<file path="src/rtl/bnn_pkg.sv">
// Shared definitions for the binarised-neuron datapath.
//   pc_w(n)    : width of a popcount over n bits (holds 0..n)
//   DEF_ACC_W  : default accumulator / threshold width
//   sat_add()  : unsigned add clamped to 2^w-1 (never wraps)
//   sat_ovf()  : flags that sat_add() had to clamp
// The saturating helpers work on a fixed SAT_W-bit container so one
// function serves every accumulator width up to SAT_W.
package bnn_pkg;

  localparam int DEF_ACC_W = 16;
  localparam int SAT_W     = 32;

  function automatic int pc_w(input int n);
    return $clog2(n) + 1;
  endfunction

  // Largest value representable in w bits, in a (SAT_W+1)-bit container.
  function automatic logic [SAT_W:0] sat_max(input int unsigned w);
    return ({{SAT_W{1'b0}}, 1'b1} << w) - {{SAT_W{1'b0}}, 1'b1};
  endfunction

  function automatic logic [SAT_W-1:0] sat_add(input logic [SAT_W-1:0] a,
                                               input logic [SAT_W-1:0] b,
                                               input int unsigned      w);
    logic [SAT_W:0] full;
    logic [SAT_W:0] lim;
    full = {1'b0, a} + {1'b0, b};
    lim  = sat_max(w);
    if (full > lim) begin
      return lim[SAT_W-1:0];
    end else begin
      return full[SAT_W-1:0];
    end
  endfunction

  function automatic logic sat_ovf(input logic [SAT_W-1:0] a,
                                   input logic [SAT_W-1:0] b,
                                   input int unsigned      w);
    logic [SAT_W:0] full;
    full = {1'b0, a} + {1'b0, b};
    return (full > sat_max(w));
  endfunction

endpackage

</file>
<file path="src/rtl/xnor_popcount_tree.sv">
// XNOR + pipelined popcount tree with valid/last/threshold sidebands.
//   clk, rstn   : clock, synchronous active-low reset
//   ce          : advance every stage (pipeline frozen when low)
//   in_valid    : beat present on xi/wi
//   in_last     : beat closes a vector (ignored unless in_valid)
//   xi, wi      : N-bit activation / weight words
//   ti          : threshold travelling alongside the beat
//   out_valid   : pc/out_last/out_ti describe a beat
//   out_last    : that beat closes its vector
//   out_ti      : threshold that entered with the beat
//   out_pc      : number of matching bits, 0..N
// The $clog2(N) adder levels are split evenly over PC_LAT register stages;
// a register sits after level k whenever floor(k*PC_LAT/levels) steps up.
module xnor_popcount_tree
  import bnn_pkg::*;
#(
  parameter int N      = 128,
  parameter int PC_LAT = 2,
  parameter int TI_W   = DEF_ACC_W
) (
  input  logic                 clk,
  input  logic                 rstn,
  input  logic                 ce,
  input  logic                 in_valid,
  input  logic                 in_last,
  input  logic [N-1:0]         xi,
  input  logic [N-1:0]         wi,
  input  logic [TI_W-1:0]      ti,
  output logic                 out_valid,
  output logic                 out_last,
  output logic [TI_W-1:0]      out_ti,
  output logic [pc_w(N)-1:0]   out_pc
);

  localparam int PCW  = pc_w(N);
  localparam int LVLS = $clog2(N);

  logic [N-1:0] y_s;
  assign y_s = ~(xi ^ wi);

  for (genvar k = 0; k <= LVLS; k++) begin : g_lvl
    logic [PCW-1:0] node_s [N >> k];
    logic [PCW-1:0] fwd_s  [N >> k];

    if (k == 0) begin : g_leaf
      for (genvar i = 0; i < N; i++) begin : g_bit
        assign node_s[i] = {{(PCW-1){1'b0}}, y_s[i]};
      end
    end else begin : g_add
      for (genvar i = 0; i < (N >> k); i++) begin : g_pair
        assign node_s[i] = g_lvl[k-1].fwd_s[2*i] + g_lvl[k-1].fwd_s[2*i+1];
      end
    end

    if ((k > 0) && (((k * PC_LAT) / LVLS) != (((k - 1) * PC_LAT) / LVLS))) begin : g_reg
      logic [PCW-1:0] fwd_d [N >> k];
      logic [PCW-1:0] fwd_q [N >> k];

      // Next value of this level's pipeline register: load when enabled, else hold.
      always_comb begin
        for (int i = 0; i < (N >> k); i++) begin
          if (ce) begin
            fwd_d[i] = node_s[i];
          end else begin
            fwd_d[i] = fwd_q[i];
          end
        end
      end

      // Level pipeline register (data only; qualified by the valid sideband).
      always_ff @(posedge clk) begin
        fwd_q <= fwd_d;
      end

      assign fwd_s = fwd_q;
    end else begin : g_pass
      assign fwd_s = node_s;
    end
  end

  assign out_pc = g_lvl[LVLS].fwd_s[0];

  // Sideband shift register, one slot per tree register stage.
  logic [PC_LAT-1:0] vld_d, vld_q;
  logic [PC_LAT-1:0] last_d, last_q;
  logic [TI_W-1:0]   ti_d [PC_LAT];
  logic [TI_W-1:0]   ti_q [PC_LAT];

  // Next sideband state: shift on ce, otherwise hold.
  always_comb begin
    vld_d  = vld_q;
    last_d = last_q;
    ti_d   = ti_q;
    if (ce) begin
      vld_d[0]  = in_valid;
      last_d[0] = in_valid & in_last;
      ti_d[0]   = ti;
      for (int s = 1; s < PC_LAT; s++) begin
        vld_d[s]  = vld_q[s-1];
        last_d[s] = last_q[s-1];
        ti_d[s]   = ti_q[s-1];
      end
    end else begin
      vld_d  = vld_q;
      last_d = last_q;
      ti_d   = ti_q;
    end
  end

  // Sideband registers; reset drops any in-flight beat.
  always_ff @(posedge clk) begin
    if (!rstn) begin
      vld_q  <= '0;
      last_q <= '0;
      for (int s = 0; s < PC_LAT; s++) begin
        ti_q[s] <= '0;
      end
    end else begin
      vld_q  <= vld_d;
      last_q <= last_d;
      ti_q   <= ti_d;
    end
  end

  assign out_valid = vld_q[PC_LAT-1];
  assign out_last  = last_q[PC_LAT-1];
  assign out_ti    = ti_q[PC_LAT-1];

endmodule

</file>
<file path="src/rtl/xnor_popcount_neuron.sv">
// Streaming binarised neuron: XNOR-popcount per beat, saturating accumulation
// until in_last, then sum / threshold bit / overflow flag on the output side.
//   clk, rstn            : clock, synchronous active-low reset
//   in_valid/in_ready    : beat handshake (in_ready has no in_valid path)
//   in_last              : final beat of the vector
//   xi, wi               : N-bit activation / weight words
//   ti                   : threshold, used only from the accepted last beat
//   out_valid/out_ready  : result handshake, result held until accepted
//   out_sum              : saturated popcount sum of the vector
//   out_bit              : out_sum > threshold (unsigned, strict)
//   out_ovf              : accumulator clamped somewhere in this vector
// One global enable freezes the whole pipe while a result waits, so nothing
// is lost or duplicated under backpressure.
module xnor_popcount_neuron
  import bnn_pkg::*;
#(
  parameter int N      = 128,
  parameter int ACC_W  = DEF_ACC_W,
  parameter int PC_LAT = 2
) (
  input  logic             clk,
  input  logic             rstn,
  input  logic             in_valid,
  output logic             in_ready,
  input  logic             in_last,
  input  logic [N-1:0]     xi,
  input  logic [N-1:0]     wi,
  input  logic [ACC_W-1:0] ti,
  output logic             out_valid,
  input  logic             out_ready,
  output logic [ACC_W-1:0] out_sum,
  output logic             out_bit,
  output logic             out_ovf
);

  localparam int PCW = pc_w(N);

  logic             en_s;
  logic             pc_valid_s;
  logic             pc_last_s;
  logic [ACC_W-1:0] pc_ti_s;
  logic [PCW-1:0]   pc_s;
  logic [ACC_W-1:0] sum_s;
  logic             ovf_s;

  logic [ACC_W-1:0] acc_d, acc_q;
  logic             ovf_acc_d, ovf_acc_q;
  logic             out_valid_d, out_valid_q;
  logic [ACC_W-1:0] out_sum_d, out_sum_q;
  logic             out_bit_d, out_bit_q;
  logic             out_ovf_d, out_ovf_q;

  assign en_s     = ~out_valid_q | out_ready;
  assign in_ready = en_s;

  xnor_popcount_tree #(
    .N      (N),
    .PC_LAT (PC_LAT),
    .TI_W   (ACC_W)
  ) u_tree (
    .clk       (clk),
    .rstn      (rstn),
    .ce        (en_s),
    .in_valid  (in_valid),
    .in_last   (in_last),
    .xi        (xi),
    .wi        (wi),
    .ti        (ti),
    .out_valid (pc_valid_s),
    .out_last  (pc_last_s),
    .out_ti    (pc_ti_s),
    .out_pc    (pc_s)
  );

  // Saturating running sum including the beat leaving the tree.
  always_comb begin
    sum_s = ACC_W'(sat_add(SAT_W'(acc_q), SAT_W'(pc_s), ACC_W));
    ovf_s = sat_ovf(SAT_W'(acc_q), SAT_W'(pc_s), ACC_W);
  end

  // Accumulator and result register next-state.
  always_comb begin
    acc_d     = acc_q;
    ovf_acc_d = ovf_acc_q;
    out_sum_d = out_sum_q;
    out_bit_d = out_bit_q;
    out_ovf_d = out_ovf_q;
    if (out_valid_q && out_ready) begin
      out_valid_d = 1'b0;
    end else begin
      out_valid_d = out_valid_q;
    end
    if (en_s && pc_valid_s) begin
      if (pc_last_s) begin
        // Close the vector and clear the accumulator in the same cycle so
        // the next vector's first beat can land right behind it.
        out_sum_d   = sum_s;
        out_ovf_d   = ovf_acc_q | ovf_s;
        out_bit_d   = (sum_s > pc_ti_s);
        out_valid_d = 1'b1;
        acc_d       = '0;
        ovf_acc_d   = 1'b0;
      end else begin
        acc_d     = sum_s;
        ovf_acc_d = ovf_acc_q | ovf_s;
      end
    end else begin
      acc_d     = acc_q;
      ovf_acc_d = ovf_acc_q;
    end
  end

  // Accumulator and output registers; reset discards any partial vector.
  always_ff @(posedge clk) begin
    if (!rstn) begin
      acc_q       <= '0;
      ovf_acc_q   <= 1'b0;
      out_valid_q <= 1'b0;
      out_sum_q   <= '0;
      out_bit_q   <= 1'b0;
      out_ovf_q   <= 1'b0;
    end else begin
      acc_q       <= acc_d;
      ovf_acc_q   <= ovf_acc_d;
      out_valid_q <= out_valid_d;
      out_sum_q   <= out_sum_d;
      out_bit_q   <= out_bit_d;
      out_ovf_q   <= out_ovf_d;
    end
  end

  assign out_valid = out_valid_q;
  assign out_sum   = out_sum_q;
  assign out_bit   = out_bit_q;
  assign out_ovf   = out_ovf_q;

endmodule

</file>
<file path="config.mk">
export PLATFORM = sky130hd
export DESIGN_NAME = xnor_popcount_neuron
export DESIGN_NICKNAME = d
export VERILOG_FILES = /design/src/rtl/bnn_pkg.sv /design/src/rtl/xnor_popcount_tree.sv /design/src/rtl/xnor_popcount_neuron.sv
export SDC_FILE = /design/constraint.sdc
export NUM_CORES = 1
export LEC_CHECK = 0
export ABC_CLOCK_PERIOD_IN_PS = 7200
export BUFFER_PORTS_ARGS = -buffer_cell sky130_fd_sc_hd__buf_2
export CAP_MARGIN = 10
export CORE_MARGIN = 1.5
export CORE_UTILIZATION = 40
export DETAILED_ROUTE_END_ITERATION = 10
export PLACE_DENSITY = 0.69
export SLEW_MARGIN = 40
export SYNTH_ARGS = -nofsm -noshare
export SYNTH_HDL_FRONTEND = slang
export SYNTH_HIERARCHICAL = 1
export SYNTH_SLANG_ARGS = --single-unit
</file>
<file path="constraint.sdc">
create_clock -name clk -period 7.2 [get_ports clk]
set_clock_uncertainty 0.2 [all_clocks]
set_input_delay 1.44 -clock clk [delete_from_list [all_inputs] [get_ports clk]]
set_output_delay 1.44 -clock clk [all_outputs]
set_load 0.02 [all_outputs]
</file>
* Word-level counts from Yosys, hierarchy flattened *
Cells that the tools add are included.

cells by class
  mux-type cells = 6
  reductions and logical operators = 3
  bitwise gates (word level) = 6
  magnitude comparators = 2
  $add $sub $neg = 128

operator list
  cell                                                              number
  adder 8 bit                                                       63
  adder 1 x 1 -> 2 bit                                              64
  inverter 128 bit                                                  1
  bitwise XOR 128 bit                                               1
  2-to-1 mux 16 bit                                                 2
  adder 16 x 8 -> 17 bit                                            1
  greater-than comparator 17 x 16 -> 1 bit (second input constant)  1
  greater-than comparator 16 bit                                    1
  2-to-1 mux 1 bit                                                  4
  logical AND 1 bit                                                 2
  OR 1 bit                                                          2
  AND reduction 2 bit                                               1
  bitwise AND 1 bit                                                 1
  inverter 1 bit                                                    1

storage, ports and cells
  flip-flop bits (word level) = 144
  input bits = 277
  logic and storage cells = 164

* Longest topological paths before layout *
  depth after elaboration = 6
  depth in mapped cells = 16
  mapped depth without buffers = 16

* Modules after synthesis *
Netlist, hierarchy kept.

by module, submodules not included
  module                seq. area each (sq um)  cells each  instances  area an instance (sq um)
  xnor_popcount_tree    2162.1                  671         1          7813.7
  xnor_popcount_neuron  720.7                   266         1          2278.4

* Worst setup path after synthesis *
OpenSTA, ideal clock, no wires.

  path kind = input to register
  from = input xi[96]
  to = register u_tree.g_lvl[4].g_reg.fwd_q, in the netlist u_tree/g_lvl[4].fwd_s[12] (data pin)
  data arrival time = 4513 ps
  stages = 11
  required time = 6745 ps
  path buffers = 0
  setup slack = 2232 ps
  cells stage by stage = xnor2_1 > fa_1 > inv_1 > fa_1 > fa_1 > fa_1 > inv_1 > ha_1 > fa_1 > a21oi_1 > nor2b_1

RTL lines
  element               line                        source
  start, declared       xnor_popcount_neuron.sv:26  input logic [N-1:0] xi,
  end signal, assigned  xnor_popcount_tree.sv:72    fwd_q <= fwd_d;
  end, declared         xnor_popcount_tree.sv:57    logic [PCW-1:0] fwd_q [N >> k];

==> reports/results.env <==
STATUS='finished clean'
SYNTH_EDF_COUNT=48
DIE_WIDTH_UM=162
WEIGHTED_CONGESTION_REPORTED_AT_THE_END_OF_ROUTABILITY_DRIVEN_PLACEMENT=0.885
YS_TOP_CELLS_BY_AREA='sky130_fd_sc_hd__fa_1, sky130_fd_sc_hd__dfxtp_1, sky130_fd_sc_hd__edfxtp_1'
POST-SYNTH-TOP-AREA-CELL='sky130_fd_sc_hd__fa_1'
ASYNCSETRESETFLOPFRACSYNTH_PCT=0
FINAL_MIN_PERIOD_OVER_CLOCK_PERIOD_PCT=66.0
FIRST_PASS_GRT_WIRE_LENGTH_UM=34400
SYNTH.DISTINCT_CELLS=55
DRT-PASS1-ITER-COUNT=4
CTS_BUFFER_DEPTH=2
YS_WARN_COUNT=6
YS_TOP_CELLS_BY_COUNT='sky130_fd_sc_hd__inv_1, sky130_fd_sc_hd__fa_1, sky130_fd_sc_hd__xnor2_1'
WORST_HOLD_SLACK_NS=0.238
MET2ROUTEDLENGTH_UM=11300
DRIVE_GT1_SHARE_PCT=27.6
TRITONCTS='built'
SYNTH_TOP_FLOP_CELL='sky130_fd_sc_hd__dfxtp_1'
SYN-INSTANCE-COUNT=937
H-TREE-DEPTH=4
RESIDUAL_OVERFLOW_FROM_GLOBAL_ROUTING=0
DETAILROUTE.WIRELENGTH.MET3_UM=1140
TIMING.MAX_CAP.VIOLATIONS=0
CRITPATHKIND='input pin to register'
MOST_INSTANTIATED_LIBRARY_CELL_AFTER_SYNTHESIS='sky130_fd_sc_hd__inv_1'
DR.FIRST_ITER.DRC_COUNT=345
POWER.STATIC_LEAKAGE_nW=6.21
ROWS=57
TIMING.CRITICAL_PATH.ARRIVAL_NS=4.72
GLOBAL_ROUTE.USAGE.TOTAL_PCT=16.6
ANTENNADIODECOUNT=0
CP.REQUIRED_NS=7.16
TIMING.FINAL.HOLD_VIOLATIONS=0
YOSYS_REGISTER_BITS=120
RSZ_0062_RAISED_AFTER_GLOBAL_ROUTING='false'
WIRELENGTH_MET1_UM=8030
SYNTHESIS.NETS=1396
ACTUAL_TRANSITION_AT_THE_WORST_MAX_TRANSITION_PIN_NS=0.807
DETAIL_ROUTE.WIRELENGTH_UM=20800
FINAL-SETUP-VIOL-COUNT=0
CTS-HOLD-FIX-BUFFERS=0
POST_CTS_RESIZED=0
PRE_CTS_WS_NS=2.02
DIE_HEIGHT_UM=162
GRT_PASS1_VIAS=7587
POST-ROUTE-WORST-SETUP-SLACK_NS=2.45
INT_PWR_mW=3.75
POWER.SWITCHING_mW=2.77
AVG_CELL_AREA_SYN_UM2=10.8
CLOCK_NET_SINK_COUNT=120
CRIT-REG2REG-CAPTURE='u_tree/out_pc[6]$_DFFE_PP_'
DETAILED_PLACE.AREA_UM2=11700
DESIGN_AREA_UM2=12300
DR_TOTAL_VIAS=7150
MAPPEDNETLISTAREA_UM2=10100
VIA_PER_INSTANCE_RATIO=4.59
ANT_NETS=0
RR_WORST_DEPTH=11
CRIT_PATH_MAX_FANOUT=2
YOSYSTOPAREACELLSHARE_PCT=21.8
WORST_SLEW_MARGIN_REL_PCT=45.6
CRIT-REG2REG-LAUNCH='u_tree/g_lvl[4].fwd_s[2]$_DFFE_PP_'
FP.COREAREA_UM2=24500
R2R_SLACK_NS=2.99
CRIT_PATH_START_KIND='input pin'
POWER.SWITCHING_FRACTION_PCT=42.5
HOLD_CLASS='register to register'
FLOORPLAN.DIE_AREA_UM2=26200
GRT_START_MAX_NET_PINS=54
TOP_LAYER_USED='met4'
IR_WORST_VDD_mV=0.804
NUMPORTBUFFERS=296
TIMING.FMAX_MHz=210
CLOCKROOTBUFFER='sky130_fd_sc_hd__clkbuf_16'
HPWL_UM=17600
POWER.DENSITY_nW_PER_UM2=530
FINAL_MAX_SLEW_VIOL_COUNT=0
SYNTH_SEQ_AREA_SHARE_PCT=28.6
SHARE_CLK_OF_TOTAL_POWER_PCT=12.4
TIMING.SETUP.TNS_NS=0
P_COMB_SHARE_PCT=67.8
CRIT_START='wi[112]'
POST-ROUTE-DRC-COUNT=0
SHARE_SEQ_OF_TOTAL_POWER_PCT=19.8
CLKTRANSATPATHREGS_NS=0.05
CRIT_PATH_END_KIND='register'
FLOORPLAN.INITIALDENSITY_PCT=41.1
CTS.REPAIR_TIMING.SETUP_BUFFER_COUNT=0
GRT_ANTENNA_BEFORE_REPAIR=0
TRITONCTS.NUM_BUFFERS=17
MIN_PERIOD_NS=4.75
FINISH.NET_COUNT=1680
DETAIL_ROUTE.WL_PER_CELL_UM=13.4
AREA.GROWTH.SYNTH_TO_FINAL_PCT=21.9
WORST_SETUP_PATH_ENDPOINT='u_tree/g_lvl[4].fwd_s[4]$_DFFE_PP_'
CLOCK_INSERTION_DELAY_WORST_SKEW_NS=0.41
IOS=297
-- cell usage in the layout (no fill, tap or decap), types with 18 or more instances in the layout --
cell type	count
sky130_fd_sc_hd__ha_1	72
sky130_fd_sc_hd__fa_1	110
sky130_fd_sc_hd__nor2b_1	46
sky130_fd_sc_hd__a21oi_1	29
sky130_fd_sc_hd__xnor2_1	82
sky130_fd_sc_hd__nand2_1	23
sky130_fd_sc_hd__o21ai_0	18
sky130_fd_sc_hd__nor2_1	18
sky130_fd_sc_hd__buf_2	296
sky130_fd_sc_hd__inv_1	171
sky130_fd_sc_hd__dfxtp_1	72
sky130_fd_sc_hd__edfxtp_1	48
sky130_fd_sc_hd__xor2_1	74
sky130_fd_sc_hd__mux2i_1	35
-- layout make-up --
| type | count | area, µm² |
|---|---|---|
| fillers | 2310 | 12200 |
| multi-input cells | 613 | 6320 |
| flip-flops and latches | 120 | 2880 |
| repair buffers | 298 | 1500 |
| inverters | 171 | 642 |
| clock buffers | 20 | 437 |
| well taps | 324 | 405 |
| clock inverters | 12 | 128 |
-- worst max-delay path, cell delays in order --
cell,delay (ns)
sky130_fd_sc_hd__buf_2,0.10
sky130_fd_sc_hd__xnor2_1,0.14
sky130_fd_sc_hd__fa_1,0.54
sky130_fd_sc_hd__inv_1,0.06
sky130_fd_sc_hd__fa_1,0.50
sky130_fd_sc_hd__fa_1,0.51
sky130_fd_sc_hd__fa_1,0.54
sky130_fd_sc_hd__inv_1,0.04
sky130_fd_sc_hd__ha_1,0.22
sky130_fd_sc_hd__fa_1,0.41
sky130_fd_sc_hd__a21oi_1,0.15
sky130_fd_sc_hd__nor2b_1,0.06
-- power by group through the flow --
| stage | combinational, mW | clock [mW] | sequential, mW |
|---|---|---|---|
| floorplan | 3.47 | 0 | 1.28 |
| global placement | 4.21 | 0 | 1.31 |
| detailed placement | 4.49 | 0 | 1.31 |
| CTS | 4.57 | 0.823 | 1.30 |
| global route | 5.27 | 0.858 | 1.31 |
| finish | 4.42 | 0.810 | 1.29 |
-- worst min path at each step --
stage / from / to / slack, ns / cells after the start
finish: out_ovf$_SDFFE_PN0P_ / out_ovf$_SDFFE_PN0P_ / 0.24 / 2
global placement: out_ovf$_SDFFE_PN0P_ / out_ovf$_SDFFE_PN0P_ / 0.23 / 2
detailed placement: out_ovf$_SDFFE_PN0P_ / out_ovf$_SDFFE_PN0P_ / 0.23 / 2
global route: out_ovf$_SDFFE_PN0P_ / out_ovf$_SDFFE_PN0P_ / 0.27 / 2
CTS: out_ovf$_SDFFE_PN0P_ / out_ovf$_SDFFE_PN0P_ / 0.24 / 2
floorplan: ovf_acc_q$_SDFFE_PN0P_ / ovf_acc_q$_SDFFE_PN0P_ / 0.23 / 2
-- stage by stage --
stage | instances | utilization (%) | power (mW)
after floorplan | 937 | - | 4.74
after global placement | 1526 | 47.9 | 5.52
after detailed placement | 1526 | 47.9 | 5.80
after CTS | 1558 | 50.2 | 6.68
after global routing | 1558 | 50.2 | 7.44
final | 1558 | 50.2 | 6.52
-- layer usage --
metal / global-route usage, % / vias up
met5: 0 / -
met4: 4.71 / 0
met3: 3.63 / 24
met2: 31.8 / 215
met1: 18.3 / 3339
li1: - / 3572
-- cell families after synthesis --
logic type,synth area share (%)
multiplexers,3.77
AO/OA/AOI/OAI,7.39
flip-flops,28.6
adder cells (fa/ha/maj),30.7
buffers and inverters,8.93
XOR/XNOR,13.5
AND/OR/NAND/NOR,7.07
-- flip-flops by register name, indices dropped and copies added (netlist names), 2 cells and up --
| register | count |
|---|---|
| u_tree/ti_q | 16 |
| u_tree/vld_q | 2 |
| out_sum | 16 |
| acc_q | 16 |
| u_tree/out_ti | 16 |
| u_tree/last_q | 2 |
| u_tree/out_pc | 8 |
| u_tree/g_lvl.fwd_s | 40 |
Note: power is estimated with default switching activity, not from simulation.
